--- config.mk ---
export PLATFORM = sky130hd
export DESIGN_NAME = cache_mem_arbiter_flat
export DESIGN_NICKNAME = d
export VERILOG_FILES = /design/src/rtl/cache_mem_arbiter_if.sv /design/src/rtl/cache_mem_arbiter.sv /design/src/flat_wrapper.sv
export SDC_FILE = /design/constraint.sdc
export NUM_CORES = 1
export LEC_CHECK = 0
export CORE_AREA = 2 2 104 106
export CTS_CLUSTER_DIAMETER = 40
export DETAILED_ROUTE_END_ITERATION = 7
export DIE_AREA = 0 0 106 108
export PLACE_DENSITY = 0.69
export SYNTH_ARGS = -nofsm -noshare
export SYNTH_HDL_FRONTEND = slang
export SYNTH_SLANG_ARGS = --single-unit
--- constraint.sdc ---
create_clock -name CLK -period 1.85 [get_ports CLK]
set_input_delay 0.185 -clock CLK [delete_from_list [all_inputs] [get_ports CLK]]
set_output_delay 0.185 -clock CLK [all_outputs]
set_load 0.02 [all_outputs]
--- src/rtl/cache_mem_arbiter_if.sv ---
// Cache/RAM bus bundle shared by the icache, dcache and RAM sides.
// The arbiter takes the slave view; the caches and RAM take the master view.
interface cache_mem_arbiter_if;
   logic        iREN;
   logic [31:0] iaddr;
   logic        iwait;
   logic [31:0] iload;
   logic        dREN;
   logic        dWEN;
   logic [31:0] daddr;
   logic [31:0] dstore;
   logic        dwait;
   logic [31:0] dload;
   logic        ramREN;
   logic        ramWEN;
   logic [31:0] ramaddr;
   logic [31:0] ramstore;
   logic [31:0] ramload;
   logic [1:0]  ramstate;

   modport slave (
      input  iREN, iaddr, dREN, dWEN, daddr, dstore,
      input  ramload, ramstate,
      output iwait, iload, dwait, dload,
      output ramREN, ramWEN, ramaddr, ramstore
   );

   modport master (
      output iREN, iaddr, dREN, dWEN, daddr, dstore,
      output ramload, ramstate,
      input  iwait, iload, dwait, dload,
      input  ramREN, ramWEN, ramaddr, ramstore
   );
endinterface

--- src/rtl/cache_mem_arbiter.sv ---
// Shares one RAM port between icache and dcache; dcache has priority,
// with a bounded dcache burst so the icache always makes progress.
module cache_mem_arbiter #(
   parameter int MAX_DBURST = 4
) (
   input  logic                CLK,
   input  logic                nRST,
   cache_mem_arbiter_if.slave  bus,
   output logic                ram_err
);
   localparam int CW = $clog2(MAX_DBURST) + 1;
   localparam logic [CW-1:0] LAST = CW'(MAX_DBURST - 1);
   localparam logic [1:0] ACCESS = 2'd2;
   localparam logic [1:0] ERROR  = 2'd3;

   typedef enum logic [1:0] {IDLE, DOWN, IOWN} owner_t;
   typedef enum logic [1:0] {G_NONE, G_D, G_I} grant_t;

   owner_t        state;
   grant_t        grant;
   logic [CW-1:0] burst;
   logic          dreq;
   logic          d_acc;
   logic          i_acc;
   logic          force_i;
   logic          leave_down;

   assign dreq = bus.dREN | bus.dWEN;

   // Grant is gated by nRST so a reset pulse drops the RAM port at once.
   always_comb begin
      grant = G_NONE;
      if (nRST) begin
         unique case (state)
            IDLE: begin
               if (dreq)          grant = G_D;
               else if (bus.iREN) grant = G_I;
            end
            DOWN: if (dreq)     grant = G_D;
            IOWN: if (bus.iREN) grant = G_I;
            default: grant = G_NONE;
         endcase
      end
   end

   always_comb begin
      bus.ramREN   = 1'b0;
      bus.ramWEN   = 1'b0;
      bus.ramaddr  = '0;
      bus.ramstore = '0;
      if (grant == G_D) begin
         bus.ramWEN   = bus.dWEN;
         bus.ramREN   = bus.dREN & ~bus.dWEN;
         bus.ramaddr  = bus.daddr;
         bus.ramstore = bus.dstore;
      end else if (grant == G_I) begin
         bus.ramREN   = 1'b1;
         bus.ramaddr  = bus.iaddr;
      end
   end

   assign d_acc     = (grant == G_D) && (bus.ramstate == ACCESS);
   assign i_acc     = (grant == G_I) && (bus.ramstate == ACCESS);
   assign bus.dwait = ~d_acc;
   assign bus.iwait = ~i_acc;
   assign bus.iload = bus.ramload;
   assign bus.dload = bus.ramload;

   assign force_i    = d_acc && bus.iREN && (burst == LAST);
   assign leave_down = (state == DOWN) && (!dreq || force_i);

   always_ff @(posedge CLK or negedge nRST) begin
      if (!nRST) begin
         state   <= IDLE;
         burst   <= '0;
         ram_err <= 1'b0;
      end else begin
         if (grant != G_NONE && bus.ramstate == ERROR)
            ram_err <= 1'b1;
         unique case (state)
            IDLE: begin
               if (grant == G_D)      state <= DOWN;
               else if (grant == G_I) state <= IOWN;
            end
            DOWN: begin
               if (!dreq)        state <= IDLE;
               else if (force_i) state <= IOWN;
            end
            IOWN: if (i_acc || !bus.iREN) state <= IDLE;
            default: state <= IDLE;
         endcase
         if (!bus.iREN || i_acc || leave_down)
            burst <= '0;
         else if (d_acc)
            burst <= burst + CW'(1);
      end
   end
endmodule

--- src/flat_wrapper.sv ---
// flat-port wrapper written by rule: the top's interface ports become plain ports
module cache_mem_arbiter_flat 
#(
   parameter int MAX_DBURST = 4
)
  (CLK, nRST, ram_err, bus_iREN, bus_iaddr, bus_dREN, bus_dWEN, bus_daddr, bus_dstore, bus_ramload, bus_ramstate, bus_iwait, bus_iload, bus_dwait, bus_dload, bus_ramREN, bus_ramWEN, bus_ramaddr, bus_ramstore);
  cache_mem_arbiter_if bus_i ();
  input  logic CLK;
  input  logic nRST;
  output logic ram_err;
  input wire logic [$bits(bus_i.iREN)-1:0] bus_iREN;
  input wire logic [$bits(bus_i.iaddr)-1:0] bus_iaddr;
  input wire logic [$bits(bus_i.dREN)-1:0] bus_dREN;
  input wire logic [$bits(bus_i.dWEN)-1:0] bus_dWEN;
  input wire logic [$bits(bus_i.daddr)-1:0] bus_daddr;
  input wire logic [$bits(bus_i.dstore)-1:0] bus_dstore;
  input wire logic [$bits(bus_i.ramload)-1:0] bus_ramload;
  input wire logic [$bits(bus_i.ramstate)-1:0] bus_ramstate;
  output wire logic [$bits(bus_i.iwait)-1:0] bus_iwait;
  output wire logic [$bits(bus_i.iload)-1:0] bus_iload;
  output wire logic [$bits(bus_i.dwait)-1:0] bus_dwait;
  output wire logic [$bits(bus_i.dload)-1:0] bus_dload;
  output wire logic [$bits(bus_i.ramREN)-1:0] bus_ramREN;
  output wire logic [$bits(bus_i.ramWEN)-1:0] bus_ramWEN;
  output wire logic [$bits(bus_i.ramaddr)-1:0] bus_ramaddr;
  output wire logic [$bits(bus_i.ramstore)-1:0] bus_ramstore;
  assign bus_i.iREN = bus_iREN;
  assign bus_i.iaddr = bus_iaddr;
  assign bus_i.dREN = bus_dREN;
  assign bus_i.dWEN = bus_dWEN;
  assign bus_i.daddr = bus_daddr;
  assign bus_i.dstore = bus_dstore;
  assign bus_i.ramload = bus_ramload;
  assign bus_i.ramstate = bus_ramstate;
  assign bus_iwait = bus_i.iwait;
  assign bus_iload = bus_i.iload;
  assign bus_dwait = bus_i.dwait;
  assign bus_dload = bus_i.dload;
  assign bus_ramREN = bus_i.ramREN;
  assign bus_ramWEN = bus_i.ramWEN;
  assign bus_ramaddr = bus_i.ramaddr;
  assign bus_ramstore = bus_i.ramstore;
  cache_mem_arbiter #(.MAX_DBURST(MAX_DBURST)) u_core (.CLK(CLK), .nRST(nRST), .bus(bus_i), .ram_err(ram_err));
endmodule
==> impl_summary.log <==
[metrics] run status: finished clean
[metrics] worst slack on hold paths: 290 ps
[metrics] beginning of the worst register-to-register path: u_core.burst[0]$_DFFE_PN0P_
[metrics] Placed Instances: 428
[metrics] relative slew slack: 0.795
[metrics] nets@finish: 436
[metrics] wire length of the first global-routing pass: 9890 um
[metrics] critical path startpoint category: flop
[metrics] Cells after Synth: 188
[metrics] number of remaining DRC errors: 0
[metrics] Post-Route Skew: 0.833 ps
[metrics] final number of max-transition violations: 0
[metrics] Worst Path Required: 1660 ps
[metrics] category of the critical setup timing path: flop to output port
[metrics] total power draw: 1.01 mW
[metrics] Least-Margin Pin Slew: 306 ps
[metrics] final cell count without fillers: 433
[metrics] HP Class: primary input to asynchronous set/reset pin
[metrics] cell area power density: 357 nW/um^2
[metrics] antenna-violating nets left: 0
[metrics] share of flip-flops with an asynchronous set or reset: 1.00
[metrics] total wire length: 7370 um
[metrics] total CTS buffers: 3
[metrics] setup slack of the most critical reg-to-reg path: 410 ps
[metrics] Synth Cell Area: 1500 sq um
[metrics] synthesized netlist net count: 325
[metrics] clock sink count: 6
[metrics] starting utilization of the core area: 0.146
[metrics] layout-stage area growth over the synthesis result: 89.9%
[metrics] final global-route overflow total: 0
[metrics] placer congestion estimate: 0.893
[metrics] vias in the first global route: 1858
[metrics] worst path setup slack after routing: 42.2 ps
[metrics] post-route cell area: 2840 sq um
[metrics] number of search-and-repair iterations in the first detailed-routing pass: 4
[metrics] post-detailed-route wirelength per cell: 17.0 um
[metrics] synthesized area per cell: 7.95 sq um
[metrics] R2R depth: 5
[metrics] critical register-to-register path endpoint: u_core.burst[2]$_DFFE_PN0P_
[metrics] total of max-cap violations: 0
[metrics] DIE WIDTH: 106 um
[metrics] data arrival time of the critical path: 1620 ps
[metrics] half-perimeter wire length of the detailed placement result: 5750 um
[metrics] vias per cell: 4.22
[metrics] area enclosed by the die boundary: 11400 sq um
[metrics] number of hold violations in the final report: 0
[metrics] global-route usage over all layers: 0.110
[metrics] Period Utilization, post-route: 0.977
[metrics] static leakage power: 1.34 nW
[metrics] share of layout cells above drive strength 1: 0.209
[metrics] peak supply drop: 0.146 mV
[metrics] Post-CTS Hold Buffers: 0
[metrics] IO buf count: 171
[metrics] number of enable flip-flop cells after synthesis: 0
[metrics] initial antenna violation count: 0
[metrics] maximum fanout along the worst path: 17
[metrics] count of boundary I/O pins: 268
[metrics] final critical path time including I/O delays and setup: 1810 ps
[metrics] highest clock rate: 553 MHz
[metrics] number of vias in the routed layout: 1827
[metrics] sequential area share after synthesis: 0.100
[metrics] DP Worst Slack: -486 ps
[metrics] Vert. Die Dim: 108 um
[metrics] aggregate negative setup slack: 0 ps
[metrics] count of unique library cells instantiated by Yosys: 31
[metrics] CTS tree: yes
[metrics] Cell Area, Placed: 2890 sq um
[metrics] Clock Path Buffers: 2
[metrics] clock-pin slew reported for the worst setup and hold paths after clock tree synthesis: 30 ps
[metrics] beginning of the critical path: u_core.state[1]$_DFFE_PN0P_
[metrics] clock network latency to the later pin of the worst-skew pair: 220 ps
[metrics] Post-Route Utilization: 0.277
[metrics] Diodes inserted: 0
[metrics] root buffer cell: sky130_fd_sc_hd__clkbuf_8
[metrics] flip-flop and latch count after synthesis: 6
[metrics] dominant synthesized flop cell: sky130_fd_sc_hd__dfrtp_1
[metrics] Synth warnings: 0
[metrics] Clock H-tree levels: 1
[metrics] largest net degree at the start of global routing: 40
[metrics] number of endpoints failing setup at the final stage: 0
[metrics] RSZ-0062 raised after global routing: no
[metrics] initial DRC count: 117
[metrics] standard-cell rows: 37
[metrics] area of the core: 10200 sq um
[metrics] kind of end point of the critical path: output port
==> power by group <==
group          internal, mW  switching (mW)  leakage [nW]  total, mW
Combinational         0.378           0.300          1.25      0.678
Clock                 0.140          0.0544        0.0216      0.194
Sequential            0.138         0.00299        0.0753      0.141
Total                 0.655           0.358          1.34       1.01
==> cell type report <==
| type | instances | area (sq um) |
|---|---|---|
| sequential | 6 | 150 |
| fill | 1084 | 7390 |
| multi-input combinational | 100 | 754 |
| tap | 136 | 170 |
| timing repair buffer | 186 | 1720 |
| inverter | 2 | 7.51 |
| clock buffer | 3 | 41.3 |
==> state kept, by name (all words and copies together) (netlist names) <==
name / count
u_core.burst: 3
u_core.ram_err: 1
u_core.state: 2
==> how the worst max path moves through the flow <==
stage                                  end
final                       bus_ramaddr[7]
after global routing       bus_ramstore[4]
after CTS                  bus_ramaddr[27]
after detailed placement   bus_ramaddr[25]
after global placement     bus_ramaddr[18]
after floorplan           bus_ramstore[13]
==> per-layer routing <==
layer,wire [um],share of wire,global-route usage
met4,153,0.021,0.0395
met2,3670,0.50,0.198
met3,905,0.12,0.0356
met5,0,0,0
met1,2640,0.36,0.122
==> cells in the final DEF (no fill, tap or decap), drive strengths merged, types with 3 or more instances in the layout <==
master         count
clkdlybuf4s50    101
buf               47
and3              34
a22o              32
clkdlybuf4s15     23
dlygate4sd2       10
clkbuf             8
dfrtp              6
nand2              3
o21ai              3
==> worst max-delay path, stage by stage (launching register included) <==
cell,delay (ps)
sky130_fd_sc_hd__dfrtp_1,390
sky130_fd_sc_hd__o21ba_2,280
sky130_fd_sc_hd__and2_4,190
sky130_fd_sc_hd__buf_12,150
sky130_fd_sc_hd__a22o_1,200
sky130_fd_sc_hd__buf_2,180
==> cells in the mapped netlist, types with 2 or more instances <==
cell type,count,area share
sky130_fd_sc_hd__a22oi_1,2,0.010
sky130_fd_sc_hd__inv_1,2,0.0050
sky130_fd_sc_hd__clkbuf_1,6,0.015
sky130_fd_sc_hd__buf_6,8,0.060
sky130_fd_sc_hd__nand2_1,3,0.0075
sky130_fd_sc_hd__and2_1,2,0.0084
sky130_fd_sc_hd__and3_1,34,0.14
sky130_fd_sc_hd__a22o_1,32,0.19
sky130_fd_sc_hd__buf_4,65,0.33
sky130_fd_sc_hd__o21ai_0,3,0.010
sky130_fd_sc_hd__ha_1,2,0.017
sky130_fd_sc_hd__o211ai_1,2,0.010
sky130_fd_sc_hd__dfrtp_1,6,0.10
sky130_fd_sc_hd__and3b_1,2,0.012
sky130_fd_sc_hd__o21bai_1,2,0.010
sky130_fd_sc_hd__a21oi_1,2,0.0067
==> what timing repair did <==
| action | CTS | global route |
|---|---|---|
| cloned | 0 | 2 |
| buffers inserted | 0 | 0 |
| pin swaps | 0 | 0 |
| gates resized for setup | 174 | 38 |
| endpoints found under the setup margin | 67 | 61 |
==> cells by family after synthesis <==
kind of cell / after synthesis / share of synthesized area
buf+inv: 82 / 0.410
simple gates: 51 / 0.214
compound gates: 47 / 0.259
flops: 6 / 0.100
fa+ha+maj: 2 / 0.0167
(Power assumes the default switching activity.)
